==> src/rtl/binary_morph_3x3.sv <==
// binary_morph_3x3: 3x3 binary morphology (pass/erode/dilate/majority) over a streamed 3-row column input
// clk, reset                    : system clock, synchronous active-high reset
// in_valid, in_ready            : column handshake, transfer when both high
// in_sof                        : marks column 0 of row 0
// in_col                        : [2]=row y-1, [1]=row y, [0]=row y+1 at column x
// mode                          : 0 pass, 1 erode, 2 dilate, 3 majority; latched at sof
// out_valid, pixel_out, out_addr: filtered pixel with its linear frame address
module binary_morph_3x3 #(
   parameter int WIDTH  = 320,
   parameter int HEIGHT = 240,
   parameter int ADDR_W = 17
) (
   input  logic              clk,
   input  logic              reset,
   input  logic              in_valid,
   output logic              in_ready,
   input  logic              in_sof,
   input  logic [2:0]        in_col,
   input  logic [1:0]        mode,
   output logic              out_valid,
   output logic              pixel_out,
   output logic [ADDR_W-1:0] out_addr
);
   localparam int XW = (WIDTH > 1) ? $clog2(WIDTH) : 1;
   localparam int YW = (HEIGHT > 1) ? $clog2(HEIGHT) : 1;
   localparam logic [0:0] ACCEPT = 1'b0;
   localparam logic [0:0] FLUSH  = 1'b1;
   localparam logic [XW-1:0] XMAX = XW'(WIDTH - 1);
   localparam logic [YW-1:0] YMAX = YW'(HEIGHT - 1);
   localparam logic [ADDR_W-1:0] AMAX = ADDR_W'(WIDTH * HEIGHT - 1);
   // window bit positions of the top and bottom rows across the three columns
   localparam logic [8:0] TOP = 9'b100100100;
   localparam logic [8:0] BOT = 9'b001001001;
   logic [0:0]        r_state;
   logic [XW-1:0]     r_x;
   logic [YW-1:0]     r_y;
   logic [2:0]        r_wl, r_wc;
   logic [1:0]        r_mode;
   logic [ADDR_W-1:0] r_cnt, r_addr;
   logic              r_valid, r_pix;
   logic              w_flush, w_xfer, w_pad, w_emit, w_res;
   logic [XW-1:0]     w_x;
   logic [2:0]        w_l, w_r;
   logic [8:0]        w_raw, w_msk, w_win;
   logic [3:0]        w_pop;
   assign w_flush   = r_state == FLUSH;
   assign in_ready  = !w_flush;
   assign w_xfer    = in_valid && !w_flush;
   assign w_pad     = r_mode == 2'd1;
   assign w_emit    = w_flush || (w_xfer && !in_sof && r_x != '0);
   assign w_x       = in_sof ? '0 : r_x;
   // left neighbour of pixel 0 and right neighbour of the last pixel lie outside the frame
   assign w_l       = (!w_flush && r_x == XW'(1)) ? {3{w_pad}} : r_wl;
   assign w_r       = w_flush ? {3{w_pad}} : in_col;
   assign w_raw     = {w_l, r_wc, w_r};
   assign w_msk     = (r_y == '0 ? TOP : 9'd0) | (r_y == YMAX ? BOT : 9'd0);
   assign w_win     = (w_raw & ~w_msk) | ({9{w_pad}} & w_msk);
   assign out_valid = r_valid;
   assign pixel_out = r_pix;
   assign out_addr  = r_addr;
   always_comb begin
      w_pop = '0;
      for (int i = 0; i < 9; i++) w_pop = w_pop + {3'b000, w_win[i]};
      w_res = r_mode == 2'd0 ? w_win[4] : r_mode == 2'd1 ? &w_win : r_mode == 2'd2 ? |w_win : w_pop >= 4'd5;
   end
   always_ff @(posedge clk) begin
      if (reset) begin
         r_state <= ACCEPT;
         r_x     <= '0;
         r_y     <= '0;
         r_wl    <= '0;
         r_wc    <= '0;
         r_mode  <= '0;
         r_cnt   <= '0;
         r_addr  <= '0;
         r_valid <= 1'b0;
         r_pix   <= 1'b0;
      end else begin
         r_valid <= w_emit;
         if (w_emit) begin
            r_pix  <= w_res;
            r_addr <= r_cnt;
            r_cnt  <= r_cnt == AMAX ? '0 : r_cnt + 1'b1;
         end
         if (w_flush) begin
            r_state <= ACCEPT;
            r_x     <= '0;
            r_y     <= r_y == YMAX ? '0 : r_y + 1'b1;
         end else if (w_xfer) begin
            r_wl    <= in_sof ? '0 : r_wc;
            r_wc    <= in_col;
            r_state <= w_x == XMAX ? FLUSH : ACCEPT;
            r_x     <= w_x == XMAX ? w_x : w_x + 1'b1;
            if (in_sof) begin
               r_mode <= mode;
               r_y    <= '0;
               r_cnt  <= '0;
            end
         end
      end
   end
endmodule

==> config.mk <==
export PLATFORM = sky130hd
export DESIGN_NAME = binary_morph_3x3
export DESIGN_NICKNAME = d
export VERILOG_FILES = /design/src/rtl/binary_morph_3x3.sv
export SDC_FILE = /design/constraint.sdc
export NUM_CORES = 1
export LEC_CHECK = 0
export BUFFER_PORTS_ARGS = -buffer_cell sky130_fd_sc_hd__buf_2
export CORE_ASPECT_RATIO = 1.2
export CORE_MARGIN = 2
export CORE_UTILIZATION = 30
export CTS_CLUSTER_SIZE = 30
export DETAILED_ROUTE_END_ITERATION = 16
export PLACE_DENSITY_LB_ADDON = 0.12
export SLEW_MARGIN = 10
export SYNTH_ARGS = -nofsm -noshare
export SYNTH_HDL_FRONTEND = slang
export SYNTH_SLANG_ARGS = --single-unit
==> constraint.sdc <==
create_clock -name clk -period 12.8 [get_ports clk]
set_input_delay 1.28 -clock clk [delete_from_list [all_inputs] [get_ports clk]]
set_output_delay 1.28 -clock clk [all_outputs]
set_load 0.02 [all_outputs]
* Word-level counts from Yosys, hierarchy flattened *
Cells that the tools add are included.

storage, ports and cells
  flip-flop bits (word level) = 62
  output and inout bits = 20
  logic and storage cells = 74
  input bits = 9

operators by class
  equality and inequality tests = 6
  $add $sub $neg = 11
  multiplexer cells = 20
  reduce and logical (&&, ||, !) cells = 19
  magnitude comparators = 1
  bitwise operators = 7

operator list
  operator               count
  $mux 17                5
  $mux 8                 4
  $mux 9                 3
  $add 4x1->4            5
  $and 9x9->9            2
  $add 17x1->17 const B  1
  $eq 17x17->1 const B   1
  $add 9x1->9 const B    1
  $eq 9x1->1 const B     1
  $eq 9x9->1 const B     1
  $mux 3                 3
  $not 9->9              1
  $or 9x7->9             1
  $or 9x9->9             1
  $reduce_and 9->1       1
  $reduce_bool 9->1      1
  $reduce_or 9->1        1
  $add 8x1->8 const B    1
  $eq 8x8->1 const B     1
  $logic_not 8->1        1
  $mux 7                 1
  $add 3x1->4            1
  $ge 4x3->1 const B     1
  $logic_and 1x1->1      4
  14 further kinds       21

* Depth between registers and ports, before layout *
  word-level depth = 18
  depth in mapped cells = 19
  gate-level depth less buffers = 19

* Worst setup path after synthesis *
OpenSTA, ideal clock, no wires.

  path type = reg2reg
  from = register r_x[2]
  to = register r_pix, in the netlist pixel_out
  slack = 7,529 ps
  path buffers = 1
  data arrival time = 5,149 ps
  data required time = 12,678 ps
  stages on the path, launching flop included = 20
  period minus slack after synthesis = 5,271 ps
  library setup time = 122 ps
  cell sequence = dfxtp_1 -> or4_4 -> or4b_1 -> buf_2 -> or2_2 -> nand2_1 -> fa_1 -> inv_1 -> fa_1 -> fa_1 -> inv_1 -> fa_1 -> inv_1 -> fa_1 -> nand2b_1 -> a221o_1 -> a221o_1 -> o2111ai_1 -> a41oi_1 -> a311o_1

on the way
  word-level cells in the longest chain between the ends = 12
  elaborated cells on any way between the ends = 17
  those cells by class = add/sub: 3; order compare: 1; eq/ne: 1; mux: 4; bitwise: 2; reduce/logical: 6

ends and longest elaborated chain
  element                    line  text
  start: declaration         35    logic [XW-1:0] r_x;
  start signal: assignment   93    r_x <= w_x == XMAX ? w_x : w_x + 1'b1;
  $eq 9x1->1                 53    assign w_l = (!w_flush && r_x == XW'(1)) ? {3{w_pad}} : r_wl;
  $logic_and 1x1->1          53
  $mux 3                     53
  $and 9x9->9                57    assign w_win = (w_raw & ~w_msk) | ({9{w_pad}} & w_msk);
  $or 9x9->9                 57
  $add 4x1->4 (3 in series)  63    for (int i = 0; i < 9; i++) w_pop = w_pop + {3'b000, w_win[i]};
  $ge 4x3->1                 64    w_res = r_mode == 2'd0 ? w_win[4] : r_mode == 2'd1 ? &w_win : r_mode == 2'd2 ? |w_win : w_pop >= 4'd5;
  $mux 1 (3 in series)       64
  end signal: assignment     81    r_pix <= w_res;
  end: declaration           40    logic r_valid, r_pix;

Several ways; a longest one is shown, not always the timed one.
A chain may end at the register's enable or synchronous reset.

* Final worst setup path *
Same ends and word-level chain as after synthesis.

==> key figures <==
Synthesis
  – Synth async-reset ratio: 0
  – Mapped Nets: 424
  – Sequential area share after synthesis: 0.394
  – Primary FF master, synth: dfxtp_1
  – Warnings, synthesis: 0
  – Number of synthesized flops with an enable pin: 0
  – Post-synth cell types: 52
  – Share of the synthesized area in the top cell type: 0.394
  – Register bit total from synthesis: 62
  – Ranking of synthesized cells by area: dfxtp_1, nand2_1, a21oi_1, nor2_1, fa_1
  – Post-Syn Area: 3150 um2
  – Avg Inst Size Synth: 7.83 um2
  – Post-synthesis cell count: 402
  – Post-synth top area cell: dfxtp_1

Job
  – Max_cap viols: 0

Global routing
  – Gr usage total: 0.149
  – M2 GR Usage: 0.251
  – First-pass GRT wire length: 13,500 um
  – Total grt overflow: 0
  – Vias in the first global route: 2,717
  – Grt met1 use: 0.183
  – Largest net degree at the start of global routing: 38
  – Met3 Usage GRT: 0.0281
  – Initial antenna violation count: 0
  – Most used routing layer: met2

STA
  – Final hold violation count: 0
  – Setup TNS: 0 ns
  – Slew @ Worst Pin: 1.15 ns
  – Unrepaired setup endpoints after global routing: false
  – Post-Route Skew: 0.00797 ns
  – Tcrit/Tclk final: 0.440
  – Slew Viols, Final: 0
  – Post-layout min period: 5.63 ns
  – Final setup violation count: 0
  – Slew HR: 0.230
  – Maximum achievable frequency: 178 MHz

Outcome
  – Status: completed

CTS
  – # resized after CTS: 0
  – Insertion delay to the later sink of the worst-skew pair: 0.33 ns
  – Post-CTS Setup Bufs: 0
  – Hold buffers post-CTS: 0
  – CTS Root Cell: clkbuf_16
  – CTS tree: built
  – Max H-tree Level: 3
  – Longest Clk Path Bufs: 2
  – Num CTS Buffers: 9
  – Clock-pin slew on the worst setup and hold paths: 0.05 ns
  – CTS sink cnt: 62

Power and ir drop
  – Power, Total: 476 uW
  – Pwr Density: 130 nW/um2
  – Combinational fraction of design power: 0.069
  – Worst vdd ir: 0.0000630 V
  – Internal power: 362 uW
  – Psw: 115 uW
  – Clk pwr share: 0.518
  – Sw frac: 0.241
  – Seq pwr share: 0.414
  – LEAKAGE: 0.00136 uW

Setup path
  – Worst EP arrival: 5.84 ns
  – R2R cell count: 18
  – Worst setup path start: r_x[2]
  – Req. time, crit path: 13.01 ns
  – Critical setup path kind: reg2reg
  – Critical Path End Type: flop
  – Crit-path max FO: 9
  – CP endpoint: pixel_out
  – RR Startpoint: r_x[2]
  – R2R setup slack: 7.17 ns
  – R2r endpoint: pixel_out
  – Type of origin of the critical path: flop

Detailed routing
  – Vias per std cell: 5.15
  – DR pass1 iterations: 4
  – Total Wirelength: 8160 um
  – Vias after detailed routing: 2,860
  – WL per Instance: 14.7 um
  – DRC viols: 0
  – DR iter-0 viols: 95
  – Post-route ant nets: 0

Finish
  – Post-layout instance area: 3680 um2
  – Post-route insts no fill: 555
  – Layout Area Growth over Synthesis: 16.9%
  – Fraction of layout cells with a size suffix above 1: 0.114
  – Post-layout util: 0.364
  – Inserted Diodes: 0
  – Layout Nets: 446

Die
  – DIE WIDTH: 97.5 um
  – Die Span Y: 116 um
  – Site Rows: 40
  – Die ar.: 11,300 um2
  – Core ar.: 10,100 um2
  – Starting Density: 0.311
  – I/O pins: 29

Place
  – GP Congestion: 0.841
  – Port bufs: 28
  – Cell count after placement: 539
  – DP Wirelength: 5460 um
  – Placed standard-cell area: 3380 um2

Worst hold path
  – Hold Path Class: reg2reg
worst min-delay path by stage:
stage / start / to / slack (ns) / depth (start not counted)
after floorplan: r_wl[1] / r_wl[1] / 0.43 / 2
after global placement: out_addr[5] / out_addr[5] / 0.44 / 2
after detailed placement: out_addr[5] / out_addr[5] / 0.44 / 2
after CTS: out_addr[5] / out_addr[5] / 0.45 / 2
after global routing: out_addr[10] / out_addr[10] / 0.47 / 2
final: out_addr[3] / out_addr[3] / 0.45 / 2
stage by stage:
stage	setup WS, ns	hold WS (ns)
2_1_floorplan	7.53	0.432
6_report	7.17	0.447
3_3_place_gp	7.30	0.438
5_1_grt	6.91	0.468
4_1_cts	7.17	0.447
3_5_place_dp	7.19	0.442
placed cells by master (no fill, tap or decap), types with 2 or more instances in the layout:
master / n
o2111ai_1: 2
nor3_1: 13
nand3b_1: 3
o21ai_0: 16
a41oi_1: 2
nor2b_1: 5
buf_2: 28
ha_1: 8
a311oi_1: 2
clkbuf_16: 9
nand2_1: 78
dfxtp_1: 62
nand2b_1: 2
a32oi_1: 2
nor2_1: 40
a211oi_1: 2
xor2_1: 11
nand4_1: 4
a21oi_1: 43
nand3_1: 19
or3_1: 4
inv_1: 14
a221o_1: 2
a31oi_1: 4
clkinvlp_4: 2
fa_1: 5
a22oi_1: 5
xnor2_1: 4
mux2i_1: 2
and3_1: 5
nor4b_1: 3
or4_1: 2
sequential cells by signal (all words and copies together) (netlist names):
register and flops:
out_addr 17, r_cnt 17, r_x 9, r_y 8, r_wc 3, r_wl 3, r_mode 2, out_valid 1
pixel_out 1, r_state 1
synth_stat cells (3+ instances only):
master	number
nor4b_1	3
nand3b_1	3
a31oi_1	4
dfxtp_1	62
nand2_1	78
nand4_1	4
nor2_1	40
xor2_1	11
a21oi_1	43
a22oi_1	5
xnor2_1	4
o21ai_0	16
nand3_1	19
and3_1	5
buf_2	6
nor3_1	13
nor2b_1	5
fa_1	5
inv_1	14
clkbuf_1	10
ha_1	8
or3_1	4
metal layers:
metal  vias up  wire length [um]
met3        17               234
met4         0               179
met1      1339              3800
met2        48              3940
met5         -                 0
li1       1456                 -
kinds of logic after synthesis:
kind of cell | count (synthesis) | synth area share
muxes | 3 | 0.00994
buffers and inverters | 32 | 0.0406
DFF | 62 | 0.394
xor gates and xnor gates | 15 | 0.0417
AOI/OAI and AO/OA | 91 | 0.177
adders and majority gates | 13 | 0.0636
and+or+nand+nor | 186 | 0.273
power by group through the flow:
| stage | combinational [uW] | clock [uW] | sequential, uW |
|---|---|---|---|
| floorplan | 24.4 | 0 | 201 |
| global placement | 32.4 | 0 | 201 |
| detailed placement | 32.9 | 0 | 201 |
| CTS | 33.1 | 253 | 197 |
| global route | 38.2 | 261 | 197 |
| finish | 32.7 | 247 | 197 |
worst max-delay path, cell delays in order (launching register included):
cell and delay, ns:
dfxtp_1 0.38, or4_4 0.53, or4b_1 0.68, or2_2 0.35, nand2_1 0.13, fa_1 0.43, inv_1 0.07, fa_1 0.42
fa_1 0.44, inv_1 0.08, fa_1 0.18, inv_1 0.05, fa_1 0.47, nand2b_1 0.08, a221o_1 0.33, a221o_1 0.36
o2111ai_1 0.12, a41oi_1 0.08, a311o_1 0.34
final cells by class:
cell class	instances	area [um2]
clock buffers	11	243
clock inverters	5	58.8
fillers	1090	6430
inverters	14	52.6
multi-input cells	308	1780
flip-flops and latches	62	1240
well taps	126	158
repair buffers	29	148
Power figures use the tool's default switching activity.
